**src/rtl/alu_pipe_pkg.sv**
```systemverilog
// Operation list for alu_pipe: opcode encoding, control states and the NZCV flag bundle.
package alu_pipe_pkg;

   typedef enum logic [3:0] {
      OP_ADD  = 4'd0,
      OP_SUB  = 4'd1,
      OP_AND  = 4'd2,
      OP_OR   = 4'd3,
      OP_XOR  = 4'd4,
      OP_SLL  = 4'd5,
      OP_SRL  = 4'd6,
      OP_SRA  = 4'd7,
      OP_SLT  = 4'd8,
      OP_SLTU = 4'd9,
      OP_MUL  = 4'd10
   } op_e;

   typedef enum logic {
      IDLE,
      MUL_BUSY
   } alu_state_e;

   typedef struct packed {
      logic z;
      logic n;
      logic c;
      logic v;
   } alu_flags_t;

   // Codes above OP_MUL have no meaning and retire as illegal.
   function automatic logic op_defined(input logic [3:0] op);
      return op <= OP_MUL;
   endfunction

endpackage

```
**src/rtl/alu_mul_iter.sv**
```systemverilog
// Iterative shift-add multiplier: bit 0 is folded in on start, one further bit per busy cycle.
module alu_mul_iter #(
   parameter int WIDTH = 32
) (
   input  logic             clk,
   input  logic             rst_n,
   input  logic             start,
   input  logic             kill,
   input  logic [WIDTH-1:0] a,
   input  logic [WIDTH-1:0] b,
   output logic             done,
   output logic [WIDTH-1:0] product
);

   localparam int            CW   = $clog2(WIDTH);
   localparam logic [CW-1:0] LAST = CW'(WIDTH - 1);

   logic             busy;
   logic [CW-1:0]    count;
   logic [WIDTH-1:0] acc;
   logic [WIDTH-1:0] mcand;
   logic [WIDTH-1:0] mplier;

   // product is the accumulator including this cycle's partial product, so the
   // final bit can be captured downstream on the same edge that clears busy.
   assign product = acc + (mplier[0] ? mcand : '0);
   assign done    = busy && (count == LAST);

   // NOTE: sequential state uses non-blocking assignments so every register samples
   // pre-edge values regardless of statement order.
   always_ff @(posedge clk or negedge rst_n) begin
      if (!rst_n) begin
         busy   <= 1'b0;
         count  <= '0;
         acc    <= '0;
         mcand  <= '0;
         mplier <= '0;
      end else if (kill) begin
         busy  <= 1'b0;
         count <= '0;
      end else if (start) begin
         busy   <= 1'b1;
         count  <= CW'(1);
         acc    <= b[0] ? a : '0;
         mcand  <= a << 1;
         mplier <= b >> 1;
      end else if (busy) begin
         acc    <= product;
         mcand  <= mcand << 1;
         mplier <= mplier >> 1;
         if (done) begin
            busy  <= 1'b0;
            count <= '0;
         end else begin
            count <= count + CW'(1);
         end
      end
   end

endmodule

```
**src/rtl/alu_pipe.sv**
```systemverilog
// Handshaked ALU with registered result and NZCV flags; single-cycle ops plus iterative MUL.
module alu_pipe
   import alu_pipe_pkg::*;
#(
   parameter int WIDTH  = 32,
   parameter bit MUL_EN = 1'b1
) (
   input  logic             clk,
   input  logic             rst_n,
   input  logic             flush,
   input  logic             in_valid,
   output logic             in_ready,
   input  logic [3:0]       op,
   input  logic [WIDTH-1:0] a,
   input  logic [WIDTH-1:0] b,
   output logic             out_valid,
   input  logic             out_ready,
   output logic [WIDTH-1:0] result,
   output logic             flag_z,
   output logic             flag_n,
   output logic             flag_c,
   output logic             flag_v,
   output logic             illegal
);

   localparam int               SW      = $clog2(WIDTH);
   localparam logic [WIDTH-1:0] WIDTH_V = WIDTH;

   alu_state_e       state_q, state_d;
   logic             accept;
   logic             is_mul;
   logic             mul_done;
   logic [WIDTH-1:0] mul_product;
   alu_flags_t       flags_q;

   logic [WIDTH-1:0] sc_result;
   alu_flags_t       sc_flags;
   logic             sc_illegal;
   logic [WIDTH:0]   sum;
   logic [WIDTH-1:0] b_eff;
   logic [SW-1:0]    shamt;
   logic             is_sub;

   assign is_mul = MUL_EN && (op == OP_MUL);

   // NOTE: every signal written here gets a default first, so no path leaves one
   // unassigned and no latch is inferred.
   always_comb begin
      in_ready = (state_q == IDLE) && (!out_valid || out_ready) && !flush;
      accept   = in_valid && in_ready;
      state_d  = state_q;
      case (state_q)
         IDLE:     if (accept && is_mul) state_d = MUL_BUSY;
         MUL_BUSY: if (mul_done)         state_d = IDLE;
         default:                        state_d = IDLE;
      endcase
      if (flush) state_d = IDLE;
   end

   always_ff @(posedge clk or negedge rst_n) begin
      if (!rst_n) state_q <= IDLE;
      else        state_q <= state_d;
   end

   always_comb begin
      is_sub     = (op == OP_SUB);
      b_eff      = is_sub ? ~b : b;
      sum        = {1'b0, a} + {1'b0, b_eff} + {{WIDTH{1'b0}}, is_sub};
      shamt      = SW'(b % WIDTH_V);
      sc_result  = '0;
      sc_illegal = 1'b0;
      sc_flags   = '0;
      case (op)
         OP_ADD, OP_SUB: begin
            sc_result  = sum[WIDTH-1:0];
            sc_flags.c = sum[WIDTH];
            sc_flags.v = (a[WIDTH-1] == b_eff[WIDTH-1]) && (sum[WIDTH-1] != a[WIDTH-1]);
         end
         OP_AND:  sc_result = a & b;
         OP_OR:   sc_result = a | b;
         OP_XOR:  sc_result = a ^ b;
         OP_SLL:  sc_result = a << shamt;
         OP_SRL:  sc_result = a >> shamt;
         OP_SRA:  sc_result = $signed(a) >>> shamt;
         OP_SLT:  sc_result = {{(WIDTH-1){1'b0}}, $signed(a) < $signed(b)};
         OP_SLTU: sc_result = {{(WIDTH-1){1'b0}}, a < b};
         OP_MUL:  sc_illegal = !MUL_EN;
         default: sc_illegal = !op_defined(op) || 1'b1;
      endcase
      sc_flags.z = (sc_result == '0);
      sc_flags.n = sc_result[WIDTH-1];
   end

   generate
      if (MUL_EN) begin : g_mul
         alu_mul_iter #(.WIDTH(WIDTH)) u_mul (
            .clk     (clk),
            .rst_n   (rst_n),
            .start   (accept && is_mul),
            .kill    (flush),
            .a       (a),
            .b       (b),
            .done    (mul_done),
            .product (mul_product)
         );
      end else begin : g_no_mul
         assign mul_done    = 1'b0;
         assign mul_product = '0;
      end
   endgenerate

   // A MUL can only finish with the output register empty: it was accepted with the
   // previous result retiring, and nothing else loads while it is busy.
   always_ff @(posedge clk or negedge rst_n) begin
      if (!rst_n) begin
         out_valid <= 1'b0;
         result    <= '0;
         flags_q   <= '0;
         illegal   <= 1'b0;
      end else if (flush) begin
         out_valid <= 1'b0;
      end else if (accept && !is_mul) begin
         out_valid <= 1'b1;
         result    <= sc_result;
         flags_q   <= sc_flags;
         illegal   <= sc_illegal;
      end else if (mul_done) begin
         out_valid <= 1'b1;
         result    <= mul_product;
         flags_q   <= '{z: (mul_product == '0), n: mul_product[WIDTH-1], c: 1'b0, v: 1'b0};
         illegal   <= 1'b0;
      end else if (out_ready) begin
         out_valid <= 1'b0;
      end
   end

   assign flag_z = flags_q.z;
   assign flag_n = flags_q.n;
   assign flag_c = flags_q.c;
   assign flag_v = flags_q.v;

endmodule

```
**config.mk**
```make
export PLATFORM = sky130hd
export DESIGN_NAME = alu_pipe
export DESIGN_NICKNAME = d
export VERILOG_FILES = /design/src/rtl/alu_pipe_pkg.sv /design/src/rtl/alu_mul_iter.sv /design/src/rtl/alu_pipe.sv
export SDC_FILE = /design/constraint.sdc
export NUM_CORES = 1
export LEC_CHECK = 0
export ABC_AREA = 1
export CAP_MARGIN = 20
export CORE_MARGIN = 4
export CORE_UTILIZATION = 50
export DETAILED_ROUTE_END_ITERATION = 10
export PLACE_DENSITY = 0.69
export SETUP_SLACK_MARGIN = 0.4
export SLEW_MARGIN = 20
export SYNTH_ARGS = -nofsm -noshare
export SYNTH_HDL_FRONTEND = slang
export SYNTH_SLANG_ARGS = --single-unit
export TNS_END_PERCENT = 50
```
**constraint.sdc**
```tcl
create_clock -name clk -period 3.3 [get_ports clk]
set_input_delay 0.495 -clock clk [delete_from_list [all_inputs] [get_ports clk]]
set_output_delay 0.495 -clock clk [all_outputs]
set_load 0.02 [all_outputs]
```
# Word-level counts from Yosys, hierarchy flattened
# Cells that the tools add are included.
# totals
regBits	141
latchBits	0
mem_bits_rw	0
rom_bits	0
inputBits	73
out_inout_bits	39
wordCells	96
mem_count	0
# op_classes
addsub	4
multipliers	0
div_mod_pow	0
order_cmp	2
n_eq_ne	13
shift	3
mux	33
n_bitwise	6
n_reduce_logical	22
# op_table
operator	count
$mux W32	11
$pmux W32 S9	1
$logic_not A32 Y1	2
$lt A32 B32 Y1	2
$add A32 B32 Y33	1
$add A33 B1 Y33	1
$add A32 B32 Y32	1
$and A32 B32 Y32	1
$not A32 Y32	1
$or A32 B32 Y32	1
$shl A32 B5 Y32	1
$shr A32 B5 Y32	1
$sshr A32 B5 Y32	1
$xor A32 B32 Y32	1
$mux W5	4
$eq A4 B3 Y1 const B	4
$mux W1	13
$eq A4 B4 Y1 const B	3
$reduce_or A11 Y1	1
$eq A4 B2 Y1 const B	2
$mux W4	2
$logic_and A1 B1 Y1	7
$add A5 B1 Y5 const B	1
$eq A5 B5 Y1 const B	1
14 further kinds	19

# Logic depth before layout (Yosys ltp)
# depth
depth_word	9
ltp_mapped	26
mapped_depth_nobuf	25

# By module
# From an unflattened synthesis, not the netlist that was laid out.
# hier_totals
hier_cells	2905
hier_area_um2	17518.1
# modules_own_cells
mod	n_inst	cells_each	area_each_um2	seq_area_each_um2
alu_pipe	1	1913	10573.9	950.9
alu_mul_iter	1	992	6944.2	2502.4

# Worst setup path before layout
# Ideal clock, no wire load.
# synth_path
path_type	in2reg
startpoint	in op[3]
endpoint	reg flags_q (netlist bit flag_z)
setup_time_ns	0.066
t_arrival_ns	3.254
required_time_ns	3.234
slack_ns	-0.019
stages	22
n_path_buf	1
path_cell_list	nor2_2 > inv_1 > nor2_1 > buf_1 > xor2_1 > ha_1 > a21oi_1 > nor2_1 > nor2_1 > nand2_1 > nand2_1 > nand2_1 > or2_1 > nand3_1 > nand3_1 > nor2_1 > nand2_1 > nor2_1 > nand4_1 > nand2_1 > nand2_1 > nand2_1
# synth_between
elab_chain_cells	7
word_cells_on_any_way	22
cone_classes	2 x add/sub; 10 x eq/ne; 3 x mux; 7 x reduce/logical
# synth_lines
element	line_no	source
from (decl)	alu_pipe.sv:13	input logic [3:0] op,
$eq A4 B1 Y1	alu_pipe.sv:66, alu_pipe.sv:73	
$mux W32	alu_pipe.sv:67	b_eff = is_sub ? ~b : b;
$add A32 B32 Y33	alu_pipe.sv:68	sum = {1'b0, a} + {1'b0, b_eff} + {{WIDTH{1'b0}}, is_sub};
$add A33 B1 Y33	alu_pipe.sv:68	
$pmux W32 S9	alu_pipe.sv:73	case (op)
$logic_not A32 Y1	alu_pipe.sv:90	sc_flags.z = (sc_result == '0);
$mux W4	alu_pipe.sv:122	end else if (accept && !is_mul) begin
to (signal assigned)	alu_pipe.sv:125	flags_q <= sc_flags;
to (signal assigned)	alu_pipe.sv:130	flags_q <= '{z: (mul_product == '0), n: mul_product[WIDTH-1], c: 1'b0, v: 1'b0};
to (decl)	alu_pipe.sv:34	alu_flags_t flags_q;
# Several ways; a longest one is shown, not always the timed one.
# A chain may end at the register's enable or synchronous reset.

# Worst setup path in the final report
# Ends and elaborated chain as after synthesis.

==> impl_results.md <==
- FF-to-FF setup slack: 0.15 ns
- Slew Limit Headroom: 53.35%
- Detail Route Antenna Nets: 0
- Multi-input gate area: 13800 µm²
- Syn Area/Cell: 6.066 µm²
- Tot GR Track Use: 41.22%
- Worst r2r src: g_mul.u_mul.mplier[0]
- CTS max path bufs: 2
- Die W: 193.6 µm
- Post-route insts no fill: 3847
- Leak: 12.86 nW
- Post-route clock period utilization: 97.59%
- Min-delay src: g_mul.u_mul.mplier[5]
- Crit-path max FO: 5
- Fill cell count: 2601
- Initial antenna violation count: 3
- Wire length of the first global-routing pass: 122.2 mm
- Post-Syn Nets: 3075
- Synth Flop Type: dfrtp_1
- Clock Sinks: 138
- I/O Pins: 112
- Yosys synthesis warning count: 0
- Synth area leaders: dfrtp_1 (20%), nand2_1 (18%), ha_1 (12%)
- EDFF count, synth: 0
- First-pass DRT Iterations: 6
- Die Ht: 193.6 µm
- Async S/R FF share, synth: 100.0%
- Syn Inst Count: 2840
- VDD IR max: 0.0004728 V
- Fmax: 310.5 MHz
- Worst slew pin tran: 0.6998 ns
- Vias: 23170
- Standard-cell row count: 67
- Max-capacitance violation count: 0
- Root Driver: clkbuf_16
- Average vias per placed instance: 6.023
- Final hold viol count: 0
- PD cells: 528.8 nW/µm²
- DRC viols: 0
- Worst skew pair latency: 0.46 ns
- Hold WS: 0.4824 ns
- Register area share after synthesis: 20.05%
- Core area: 33780 µm²
- Min Tclk post-route: 3.221 ns
- Tightest Hold Check Type: reg -> reg
- Critical Path AT: 3.63 ns
- Number of global-route vias before repair: 21860
- Reg area: 3455 µm²
- Post-route total power: 13.23 mW
- Area of the die: 37490 µm²
- Largest net degree at the start of global routing: 78
- Area growth, synth to finish: 45.22%
- CTS tree: built
- Layout cells sized above 1: 27.93%
- Setup-failing EPs final: 0
- Placed cells: 3758
- Global route overflow: 0
- Final setup skew: 0.01542 ns
- Setup CP Type: in -> reg
- IO buf count: 111
- Startpoint types: input pin
- Layout Nets: 3620
- Num CTS Buffers: 17
- Post-DP HPWL: 63.84 mm
- Crit. Startpoint: op[3]
- H-tree levels: 4
- RSZ-0062 raised after global routing: yes
- FF+latch count, synth: 138
- Final WL: 84.41 mm
- Yosys cell types: 59
- CP required: 3.71 ns
- Starting Density: 50.99%
- Synth top area share: 20.05%
- Cell area after synthesis: 17230 µm²
- Wire per inst: 21.94 µm
- Drt initial violations: 3042
- GPL Wtd Cong: 1.143
- Slew Viols, Final: 0
- Clock Pin Slew Worst Setup and Hold Paths: 0.07 ns
- Critical Path End Type: flip-flop
- Status: completed
- Synth area leader: dfrtp_1
[sequential cells by signal, indices dropped and copies added (netlist names)]
signal              flops
g_mul.u_mul.count       5
state_q                 1
out_valid               1
result                 32
flag_c                  1
g_mul.u_mul.busy        1
flag_z                  1
g_mul.u_mul.mplier     31
illegal                 1
g_mul.u_mul.mcand      31
g_mul.u_mul.acc        32
flag_v                  1
[synth_stat cells, types with 7 or more instances]
cell type  number
dfrtp_1       138
o21ai_1        42
a21o_1         13
buf_2          37
ha_1          160
xor2_1         49
xnor2_1         8
o211ai_1       15
nand2_2        21
nor3_1         23
o21ai_0       170
nand3_1       391
a31oi_1        35
nand3b_1       13
buf_6           9
buf_1          11
nand2_1       824
nand4_1        29
buf_4           7
inv_2          16
inv_1         263
o21bai_1       16
nor2_1        255
a21oi_1       150
clkbuf_1       61
[cells in the final DEF (no fill, tap or decap), types with 8 or more instances in the layout]
| cell type | instances |
|---|---|
| o21bai_1 | 14 |
| nor2_4 | 16 |
| nor3_1 | 15 |
| nor2_1 | 208 |
| a21oi_1 | 115 |
| o21ai_0 | 137 |
| a21oi_2 | 29 |
| nand2_1 | 750 |
| o211ai_1 | 15 |
| o21ai_1 | 55 |
| a21o_1 | 13 |
| clkinv_4 | 8 |
| ha_4 | 21 |
| clkbuf_16 | 17 |
| a21oi_4 | 11 |
| dlymetal6s2s_1 | 18 |
| nand4_1 | 29 |
| inv_2 | 26 |
| clkdlybuf4s50_1 | 86 |
| xor2_2 | 8 |
| xor2_1 | 32 |
| xor2_4 | 9 |
| nand3_1 | 350 |
| buf_6 | 36 |
| nand2_2 | 75 |
| ha_1 | 128 |
| dfrtp_1 | 137 |
| nor2_2 | 40 |
| nand2_4 | 22 |
| inv_1 | 249 |
| nand3b_1 | 13 |
| o21ai_2 | 17 |
| ha_2 | 11 |
| nand3_2 | 38 |
| buf_12 | 15 |
| buf_4 | 489 |
| a31oi_1 | 33 |
[repair_timing]
action	CTS	global route
hold endpoints to repair	41	0
resized for setup	202	288
setup buffers	28	26
endpoints found under the setup margin	41	43
hold buffers	1	0
cloned	1	0
pin swaps	81	89
[metal layers]
layer / part of all wire [%] / GRT usage, % / wire [µm]
met1: 37 / 50.33 / 30920
met2: 45 / 66.82 / 38060
met3: 10 / 8.566 / 8570
met5: 0.015 / 0 / 13
met4: 8.1 / 25.28 / 6850
[metrics by stage]
step | cell area (µm²) | utilization [%] | setup WS (ns) | TNS, ns
final | 25020 | 74.05 | 0.07946 | 0
after global routing | 25010 | 74.04 | 0.01591 | 0
after CTS | 23560 | 69.73 | 0.1895 | 0
after detailed placement | 22110 | 65.45 | -0.8633 | -14.85
after global placement | 22110 | 65.45 | -0.8986 | -13.24
after floorplan | 17270 | - | 0.4010 | 0
[final timing paths]
| check | cells after the start | end |
|---|---|---|
| setup reg to reg | 17 | flag_z |
| hold reg to reg | 2 | g_mul.u_mul.mplier[5] |
| min in group asynchronous | 2 | g_mul.u_mul.count[1] |
| setup / recovery | 28 | flag_z |
| max in group asynchronous | 3 | g_mul.u_mul.mplier[5] |
| hold / removal | 2 | g_mul.u_mul.mplier[5] |
[logic make-up (layout without fill, tap and decap cells)]
family	Yosys count	in the layout	synth area share (%)
AND/OR/NAND/NOR	1587	1587	39.36
XOR/XNOR	57	57	2.898
buffers and inverters	408	966	9.813
AO/OA/AOI/OAI	487	487	15.97
other	0	1	0
multiplexers	1	1	0.05811
adder cells (fa/ha/maj)	162	162	11.85
flip-flops	138	138	20.05
[critical path, cell delays in order]
cell,delay [ns]
buf_8,0.10
nor2_4,0.11
inv_2,0.06
nor2_4,0.17
buf_6,0.14
buf_6,0.11
buf_16,0.15
xor2_2,0.20
ha_4,0.25
buf_4,0.15
nand3_4,0.09
nand2_4,0.08
nand2_2,0.09
buf_4,0.12
nand3_1,0.09
nand3_1,0.14
nand3_1,0.09
a21oi_1,0.13
nand2_1,0.08
inv_1,0.06
nand2_1,0.07
nor2_1,0.10
nand2_1,0.08
nor2_2,0.16
nand4_1,0.09
nand2_1,0.09
nand2_1,0.05
nand2_1,0.08
[final cells by class]
class                   count  share of cell area (%)
diodes                      1                 0.01000
clock buffers              18                   1.716
clock inverters            14                  0.5652
inverters                 282                   4.296
multi-input cells        2294                   55.18
flip-flops and latches    138                   13.81
well taps                 448                   2.241
repair buffers            652                   22.19
[power breakdown]
part           total [mW]  internal (mW)  switching (mW)
combinational        8.63           3.66            4.96
clock                1.95           1.05           0.897
sequential           2.65           2.21           0.444
(Power assumes the default switching activity.)
